`config.mk`:
```
export PLATFORM = sky130hd
export DESIGN_NAME = clb_cfg_loader
export DESIGN_NICKNAME = d
export VERILOG_FILES = /design/src/rtl/clb_cfg_loader.sv
export SDC_FILE = /design/constraint.sdc
export NUM_CORES = 1
export LEC_CHECK = 0
export ABC_CLOCK_PERIOD_IN_PS = 4710
export CORE_MARGIN = 2
export CORE_UTILIZATION = 60
export DETAILED_ROUTE_END_ITERATION = 12
export MAX_ROUTING_LAYER = met4
export PLACE_DENSITY_LB_ADDON = 0.15
export SLEW_MARGIN = 15
export SYNTH_ARGS = -nofsm -noshare
export SYNTH_HDL_FRONTEND = slang
export SYNTH_SLANG_ARGS = --single-unit
```
`constraint.sdc`:
```
create_clock -name K -period 4.71 [get_ports K]
set_clock_uncertainty 0.2 [all_clocks]
set_input_delay 0.942 -clock K [delete_from_list [all_inputs] [get_ports K]]
set_output_delay 0.942 -clock K [all_outputs]
set_load 0.1 [all_outputs]
```
`src/rtl/clb_cfg_loader.sv`:
```
// rtl/clb_cfg_loader.sv - serial preamble-synced, parity-checked loader for the CLB configuration word
module clb_cfg_loader #(
    parameter int                  CFG_BITS  = 37,
    parameter int                  PRE_BITS  = 8,
    parameter logic [PRE_BITS-1:0] PREAMBLE  = 8'hF2,
    parameter logic [CFG_BITS-1:0] CFG_RESET = 37'h15_0008_B038
) (
    input  logic                K,
    input  logic                RESETN,
    input  logic                DIN,
    input  logic                DIN_VALID,
    input  logic                PROG,
    output logic [CFG_BITS-1:0] CFG,
    output logic                CFG_LOAD,
    output logic                BUSY,
    output logic                DONE,
    output logic                ERR
);

    localparam int CNT_W = $clog2(CFG_BITS + 1);

    typedef enum logic [1:0] {HUNT, LOAD, CHECK} state_t;

    state_t              state;
    state_t              state_nx;
    logic [PRE_BITS-2:0] window;
    logic [PRE_BITS-1:0] win_nx;
    logic [CFG_BITS-1:0] shadow;
    logic [CNT_W-1:0]    cnt;
    logic                accept;
    logic                detect;
    logic                payload_last;
    logic                parity_bit;
    logic                parity_ok;

    always_ff @(posedge K or negedge RESETN) begin
        if (!RESETN) begin
            state <= HUNT;
        end else begin
            state <= state_nx;
        end
    end

    always_comb begin
        state_nx = state;
        if (PROG) begin
            state_nx = HUNT;
        end else begin
            case (state)
                HUNT:    if (detect)       state_nx = LOAD;
                LOAD:    if (payload_last) state_nx = CHECK;
                CHECK:   if (accept)       state_nx = HUNT;
                default:                   state_nx = HUNT;
            endcase
        end
    end

    // Only the newest PRE_BITS-1 bits are kept; the incoming bit completes the compare window.
    always_comb begin
        accept       = DIN_VALID && !PROG;
        win_nx       = {window, DIN};
        detect       = (state == HUNT) && accept && (win_nx == PREAMBLE);
        payload_last = (state == LOAD) && accept && (cnt == CNT_W'(CFG_BITS - 1));
        parity_bit   = (state == CHECK) && accept;
        parity_ok    = !(^{shadow, DIN});
    end

    always_ff @(posedge K or negedge RESETN) begin
        if (!RESETN) begin
            window   <= '0;
            shadow   <= '0;
            cnt      <= '0;
            CFG      <= CFG_RESET;
            CFG_LOAD <= 1'b0;
            BUSY     <= 1'b0;
            DONE     <= 1'b0;
            ERR      <= 1'b0;
        end else begin
            CFG_LOAD <= 1'b0;
            if (PROG) begin
                window <= '0;
                BUSY   <= 1'b0;
                DONE   <= 1'b0;
                ERR    <= 1'b0;
            end else if (accept) begin
                if (state == HUNT) begin
                    window <= win_nx[PRE_BITS-2:0];
                end
                if (detect) begin
                    BUSY <= 1'b1;
                    DONE <= 1'b0;
                    ERR  <= 1'b0;
                    cnt  <= '0;
                end
                if (state == LOAD) begin
                    shadow <= {shadow[CFG_BITS-2:0], DIN};
                    cnt    <= cnt + CNT_W'(1);
                end
                if (parity_bit) begin
                    window <= '0;
                    BUSY   <= 1'b0;
                    if (parity_ok) begin
                        CFG      <= shadow;
                        CFG_LOAD <= 1'b1;
                        DONE     <= 1'b1;
                    end else begin
                        ERR <= 1'b1;
                    end
                end
            end
        end
    end

endmodule

```
Word-level counts from Yosys, hierarchy flattened

Cells that the tools add are included.

Flip-flop bits (word level): 93
Output and inout bits: 41

Add/subtract/negate cells: 1
Equality and inequality tests: 7
Mux-type cells: 29
Bitwise gates (word level): 2
Reductions and logical operators: 19

Operators with widths:

| operator                                             | count |
|---|---|
| parity 38 bit                                        | 1 |
| 2-to-1 mux 7 bit                                     | 4 |
| 2-to-1 mux 1 bit                                     | 18 |
| 2-to-1 mux 6 bit                                     | 2 |
| inequality test 3 bit (second input constant)        | 3 |
| AND reduction 3 bit                                  | 3 |
| equality test 8 bit (second input constant)          | 1 |
| 2-to-1 mux 2 bit                                     | 4 |
| adder 6 x 1 -> 6 bit (second input constant)         | 1 |
| equality test 6 bit (second input constant)          | 1 |
| logical AND 1 bit                                    | 6 |
| case mux 2 bit (3 select lines)                      | 1 |
| nonzero test 3 bit                                   | 2 |
| AND reduction 2 bit                                  | 2 |
| AND reduction 4 bit                                  | 1 |
| nonzero test 2 bit                                   | 2 |
| equality test 2 x 1 -> 1 bit (second input constant) | 1 |
| equality test 2 bit (second input constant)          | 1 |
| logical NOT 2 bit                                    | 1 |
| NOT 1 bit                                            | 2 |
| logical NOT 1 bit                                    | 1 |

Longest topological paths before layout

Gate-level depths: netlist of run 1.

Depth after elaboration: 9
Mapped depth: 9
Depth with buffers taken out: 7

Least setup slack after synthesis of run 1

OpenSTA, ideal clock, no wires.

Path type: input-to-reg
Start point: input port DIN
End point: register CFG[25]
Arrival time: 2.583 ns
Data required time: 4.385 ns
Slack: 1.802 ns
Stages on the path: 9
Buffers on the path: 2
Cell sequence: xnor2_1 xnor2_1 xnor2_1 xnor3_1 xnor2_1 nand2b_1 buf_6 buf_6 mux2_4

Longest elaborated chain between the ends: 3

RTL lines:

| element                       | RTL line | text |
|---|---|---|
| from (decl)                   | 10       | `input logic DIN,` |
| parity 38 bit                 | 65       | `parity_ok = !(^{shadow, DIN});` |
| NOT 1 bit (no line)           | -        |  |
| AND reduction 4 bit (no line) | -        |  |
| to (signal assigned)          | 103      | `CFG <= shadow;` |
| to (decl)                     | 13       | `output logic [CFG_BITS-1:0] CFG,` |

Every way passes these cells.
A chain may end at the register's enable or synchronous reset.

Worst setup path after layout of run 1

Start point: input port DIN
End point: register CFG[7]

Same word-level chain as after synthesis.

==> results.txt, run 1 <==
status -> complete, no violations
Synth-to-Final Area Change -> 18.3%
Avg Inst Size Synth -> 11.0 um^2
Post-CTS Hold Buffers -> 0
FF-to-FF End -> CFG[7]$_DFFE_PN0P_
Num CTS Buffers -> 9
DRT Wirelength -> 7520 um
Synth Register Bits -> 93
width of the chip -> 85.6 um
IO buf count -> 45
placed insts -> 474
DRT Pass-1 Iters -> 4
Pwr Total -> 1410 uW
HPWL after DPL -> 5010 um
post-synthesis sequential area ratio -> 0.585
most frequent cells in the layout -> nand2_1, dfrtp_1, clkdlybuf4s50_1, xnor2_1, mux2_2
H-tree levels -> 3
pin count of the biggest net entering global routing -> 64
fraction of layout cells with a size suffix above 1 -> 0.167
Cells after Synth -> 362
worst relative slew slack -> 0.341
RSZ-0062 raised after global routing -> false
hold path depth -> 2
vias in the first global route -> 2681
CTS tree -> yes
max_cap viols -> 0
setup_tns -> 0 ns
post-CTS setup buffers -> 0
switching share of power -> 0.206
Synth area leaders -> dfrtp_1, nand2_1, mux2_2
first-pass GRT wire length -> 12800 um
clock share of power -> 0.412
Core Region -> 6390 um^2
element type at the critical path start -> input port
Overflow after GRT -> 0
CP max FO -> 16
GP Congestion -> 0.773
r2r startpoint -> shadow[16]$_DFFE_PN0P_
hold violation count in the final report -> 0
CTS max path bufs -> 2
die height -> 85.6 um
peak supply drop -> 224 uV
FF-to-FF setup slack -> 1.87 ns
Starting Density -> 0.626
pwr dens -> 298 nW/um^2
Root Buffer -> clkbuf_8
Critical Path RT -> 4.75 ns
antenna viol nets, final -> 0
post-route DRC violation count -> 0
gr usage total -> 0.231
Detailed Route Iter0 Violations -> 174
Slew Viols, Final -> 0
asr flop ratio synth -> 1.00
largest area contributor in the netlist -> dfrtp_1
syn nets -> 369
most common cell after layout, fill and taps aside -> nand2_1
worst-margin pin slew -> 0.985 ns
Sequential Power Share -> 0.567
clock latency on the worst-skew pair -> 0.36 ns
via count -> 2630
worst setup path end -> CFG[7]$_DFFE_PN0P_
# diodes -> 0
post-synth top area share -> 0.519
# IOs -> 46
Combinational Power Share -> 0.020
Worst Setup End Kind -> flop
leakage power -> 0.00236 uW
fmax -> 0.292 GHz
Filler Cell Count -> 427
final worst slack -> 1.29 ns
switching power -> 291 uW
NumNets Final -> 415
finished layout cell area -> 4730 um^2
per-cell routed wire length -> 15.3 um
Hold Crit Class -> reg -> reg
initial antenna violation count -> 0
Final Non-Filler Cells -> 490
Power Internal -> 1120 uW
period utilization -> 0.726
final worst path period need -> 3.42 ns
row count -> 29
ys flop type -> dfrtp_1
Post-DP Area -> 4510 um^2
dpl ws -> 0.965 ns
Post-synth EDFFs -> 0
crit path DAT -> 3.46 ns
Unique masters post-synth -> 32
WS Path Type -> in -> reg
CP Launch Point -> DIN
Final setup viols -> 0
Clock transition at path regs -> 0.08 ns
reg2reg path depth -> 8
Ys Warns -> 0
clk sinks -> 93
full die area -> 7330 um^2
Vias/cell -> 5.37
Resize count post-CTS -> 0
Mapped Area -> 4000 um^2
==> through the flow <==
| stage | util | hold WS [ns] |
|---|---|---|
| CTS | 0.741 | 0.293 |
| floorplan | - | 0.285 |
| detailed placement | 0.707 | 0.275 |
| finish | 0.741 | 0.284 |
| global placement | 0.707 | 0.267 |
| global route | 0.741 | 0.309 |
==> cells in the mapped netlist, types with 3 or more instances <==
cell type / n
a21oi_1: 8
clkbuf_1: 10
dfrtp_1: 83
dfstp_2: 10
inv_1: 4
mux2_2: 29
mux2_4: 8
nand2_1: 126
nand3b_1: 7
nor2_1: 7
o21ai_0: 3
or3_1: 3
xnor2_1: 30
xor2_1: 8
==> critical path, stage by stage <==
cell,delay [ns]
clkdlybuf4s50_1,0.50
xnor2_1,0.26
xnor2_1,0.16
xnor2_1,0.17
xnor3_1,0.35
xnor2_1,0.16
nand2b_2,0.23
buf_4,0.30
mux2_2,0.37
==> area by class of cell <==
type / instances / area, um^2 / share of cell area
clock inverter: 4 / 72.6 / 0.0153
inverter: 4 / 15.0 / 0.00317
sequential: 93 / 2340 / 0.495
clock buffer: 12 / 145 / 0.0307
multi-input combinational: 249 / 1570 / 0.332
timing repair buffer: 51 / 493 / 0.104
tap: 77 / 96.3 / 0.0204
==> worst min-delay path by stage <==
stage | startpoint | endpoint
3_3_place_gp | DONE$_DFFE_PN0P_ | DONE$_DFFE_PN0P_
5_1_grt | DONE$_DFFE_PN0P_ | DONE$_DFFE_PN0P_
4_1_cts | DONE$_DFFE_PN0P_ | DONE$_DFFE_PN0P_
3_5_place_dp | DONE$_DFFE_PN0P_ | DONE$_DFFE_PN0P_
6_report | DONE$_DFFE_PN0P_ | DONE$_DFFE_PN0P_
2_1_floorplan | shadow[36]$_DFFE_PN0P_ | shadow[36]$_DFFE_PN0P_
==> metal layers <==
layer  track usage  share of wire  vias up
li1              -              -     1259
met1         0.311           0.47     1291
met2         0.352           0.48       65
met3        0.0433          0.032       15
met4        0.0924          0.023        0
met5             -              0        -
==> state kept, by name, summed over array words and instances (netlist names) <==
| register | flops |
|---|---|
| ERR | 1 |
| CFG_LOAD | 1 |
| state | 2 |
| CFG | 37 |
| shadow | 37 |
| cnt | 6 |
| DONE | 1 |
| BUSY | 1 |
| window | 7 |
==> logic make-up (layout without fill, tap and decap cells) <==
group           after synthesis  in the layout  share of synthesized area
xor+xnor                     39             39                     0.0889
flops                        93             93                      0.585
mux                          37             37                      0.112
simple gates                156            156                      0.164
buf+inv                      20             71                     0.0232
fa+ha+maj                     2              2                    0.00626
compound gates               15             15                     0.0210
==> power groups by stage <==
stage	registers, uW	logic (uW)	clock network [uW]
after global placement	815	29.0	0
after floorplan	815	7.86	0
after global routing	800	32.8	622
after CTS	800	29.6	590
after detailed placement	815	29.3	0
final	800	28.6	581
(Power assumes the default switching activity.)
==> run 2, diff against run 1 <==
ABC_CLOCK_PERIOD_IN_PS = 3100   (was 4710)
CORE_UTILIZATION = 50   (was 60)
clock period = 3.1 ns   (was 4.71 ns; I/O delays follow)
==> run 2 against run 1 <==
Compared with the run above:
- combinational power is 73% higher
- cell area is 0.40% higher
- core utilization is 13 points lower
==> results.txt, run 2 (synthesis results as in run 1) <==
status -> complete, no violations (unchanged)
Num CTS Buffers -> 9 (unchanged)
most used routing layer -> met1 (was met2)
vias in the first global route -> 2475 (was 2681)
GR met1 Demand/Resource -> 0.272 (was 0.311)
CTS max path bufs -> 2 (unchanged)
Critical Path RT -> 3.14 ns (was 4.75 ns)
row count -> 32 (was 29)
Post-CTS Hold Buffers -> 0 (unchanged)
Resize count post-CTS -> 0 (unchanged)
CP peak stage delay -> 0.46 ns (was 0.50 ns)
CTS tree -> yes (unchanged)
via count -> 2560 (was 2630)
Core Region -> 7730 um^2 (was 6390 um^2)
final worst path period need -> 2.77 ns
Clock transition at path regs -> 0.09 ns (was 0.08 ns)
most frequent cells in the layout -> nand2_1, dfrtp_1, buf_4, xnor2_1, mux2_2 (was nand2_1, dfrtp_1, clkdlybuf4s50_1, xnor2_1, mux2_2)
# diodes -> 0 (unchanged)
Sequential Power Share -> 0.559 (was 0.567)
clock share of power -> 0.418 (was 0.412)
Overflow after GRT -> 0 (unchanged)
switching share of power -> 0.221 (was 0.206)
worst relative slew slack -> 0.660 (was 0.341)
switching power -> 480 uW (was 291 uW)
worst-margin pin slew -> 0.510 ns (was 0.985 ns)
Most common cell on crit path -> xnor2_1 (unchanged)
GP Congestion -> 0.793 (was 0.773)
die height -> 93.4 um (was 85.6 um)
antenna viol nets, final -> 0 (unchanged)
clock latency on the worst-skew pair -> 0.36 ns (about the same)
initial antenna violation count -> 0 (unchanged)
HPWL after DPL -> 4740 um (was 5010 um)
leakage power -> 0.00249 uW (was 0.00236 uW)
gr usage total -> 0.186 (was 0.231)
RSZ-0062 raised after global routing -> false (unchanged)
Power Internal -> 1690 uW (was 1120 uW)
period utilization -> 0.895
max_cap viols -> 0 (unchanged)
Buf/Inv on CP -> 2 (unchanged)
routing usage on met2 -> 0.258 (was 0.352)
WS Path Type -> in -> reg (unchanged)
Worst Setup End Kind -> flop (unchanged)
Combinational Power Share -> 0.023 (was 0.020)
Synth-to-Final Area Change -> 18.8% (was 18.3%)
Root Buffer -> clkbuf_8 (unchanged)
DRT Pass-1 Iters -> 4 (unchanged)
post-layout util -> 0.615 (was 0.741)
most common cell after layout, fill and taps aside -> nand2_1 (unchanged)
full die area -> 8730 um^2 (was 7330 um^2)
peak supply drop -> 235 uV (was 224 uV)
clk sinks -> 93 (unchanged)
first-pass GRT wire length -> 12300 um (was 12800 um)
element type at the critical path start -> input port (unchanged)
pin count of the biggest net entering global routing -> 57 (was 64)
NumNets Final -> 420 (was 415)
Starting Density -> 0.517 (was 0.626)
IO buf count -> 45 (unchanged)
crit path DAT -> 2.81 ns (was 3.46 ns)
Hold Crit Class -> in -> async (was reg -> reg)
Final setup viols -> 0 (unchanged)
pwr dens -> 458 nW/um^2 (was 298 nW/um^2)
# IOs -> 46 (unchanged)
post-CTS setup buffers -> 0 (unchanged)
CP max FO -> 18 (was 16)
fmax -> 0.361 GHz
hold violation count in the final report -> 0 (unchanged)
Vias/cell -> 4.92 (was 5.37)
post-route DRC violation count -> 0 (unchanged)
Post-DP Area -> 4520 um^2 (was 4510 um^2)
Worst path slowest cell -> clkdlybuf4s50_1 (unchanged)
width of the chip -> 93.4 um (was 85.6 um)
Largest regs -> CFG: 37 flops, shadow: 37 flops, window: 7 flops (unchanged)
CP Cell Sequence -> clkdlybuf4s50_1 -> xnor2_1 -> xnor2_1 -> xnor2_1 -> xnor3_1 -> xnor2_1 -> nand2b_2 -> buf_12 -> mux2_4 (was clkdlybuf4s50_1 -> xnor2_1 -> xnor2_1 -> xnor2_1 -> xnor3_1 -> xnor2_1 -> nand2b_2 -> buf_4 -> mux2_2)
Detailed Route Iter0 Violations -> 106 (was 174)
met3 Use GR -> 0.0274 (was 0.0433)
fraction of layout cells with a size suffix above 1 -> 0.280 (was 0.167)
DRT Wirelength -> 7180 um (was 7520 um)
per-cell routed wire length -> 13.8 um (was 15.3 um)
delay-heaviest family, CP -> XOR/XNOR gates (unchanged)
Slew Viols, Final -> 0 (unchanged)
H-tree levels -> 3 (unchanged)
finished layout cell area -> 4750 um^2 (was 4730 um^2)
-- run 2: cell count changes in the layout (fill, tap and decap cells not counted), sizes merged --
cell	before	now
clkinvlp	1	2
inv	4	5
clkdlybuf4s50	44	3
clkbuf	12	9
buf	7	53
clkinv	1	2
-- run 2: worst paths after layout --
kind	from	endpoint	slack, ns	depth (start not counted)
worst max-delay path	DIN	CFG[27]$_DFFE_PN0P_	0.33	9
worst min-delay path	RESETN	window[5]$_DFFE_PN0P_	0.02	1
worst max register to register	shadow[16]$_DFFE_PN0P_	CFG[27]$_DFFE_PN0P_	0.48	8
worst min register to register	DONE$_DFFE_PN0P_	DONE$_DFFE_PN0P_	0.29	2
max in group asynchronous	RESETN	CFG[12]$_DFFE_PN1P_	1.97	2
min in group K	DONE$_DFFE_PN0P_	DONE$_DFFE_PN0P_	0.29	2
-- run 2: per-stage QoR --
step | setup WS (ns) | TNS (ns) | instances | total power (uW) | hold WS (ns)
floorplan | 0.514 | 0 | 362 | 1250 | 0.124
global placement | -0.0231 | -0.410 | 504 | 1290 | 0.266
detailed placement | -0.0253 | -0.299 | 504 | 1290 | 0.280
CTS | 0.340 | 0 | 520 | 2200 | 0.0348
global route | 0.231 | 0 | 520 | 2260 | 0.0534
finish | 0.327 | 0 | 520 | 2170 | 0.0244
-- run 2: layout make-up --
cell class / count / area [um^2]
multi-input combinational: 249 / 1570
inverter: 4 / 15.0
fill: 644 / 2980
clock buffer: 9 / 124
sequential: 93 / 2340
timing repair buffer: 56 / 465
tap: 102 / 128
clock inverter: 7 / 109
-- run 2: worst register-to-register path: cells and delay by family, from the launching register on --
| kind | cells | cell delay [ns] |
|---|---|---|
| XOR/XNOR | 5 | 1.25 |
| buffers and inverters | 1 | 0.19 |
| multiplexers | 1 | 0.30 |
| AND/OR/NAND/NOR | 1 | 0.16 |
| flip-flops | 1 | 0.42 |
-- run 2: power groups by stage --
| stage | sequential (uW) | combinational [uW] | clock, uW |
|---|---|---|---|
| floorplan | 1240 | 11.9 | 0 |
| CTS | 1220 | 51.5 | 934 |
| global placement | 1240 | 51.1 | 0 |
| global route | 1220 | 56.6 | 987 |
| detailed placement | 1240 | 51.2 | 0 |
| finish | 1220 | 49.4 | 909 |
-- run 2: metal layers --
metal / routed length [um] / part of all wire
met5: 0 / 0
met1: 3550 / 0.49
met4: 131 / 0.018
met2: 3260 / 0.45
met3: 239 / 0.033
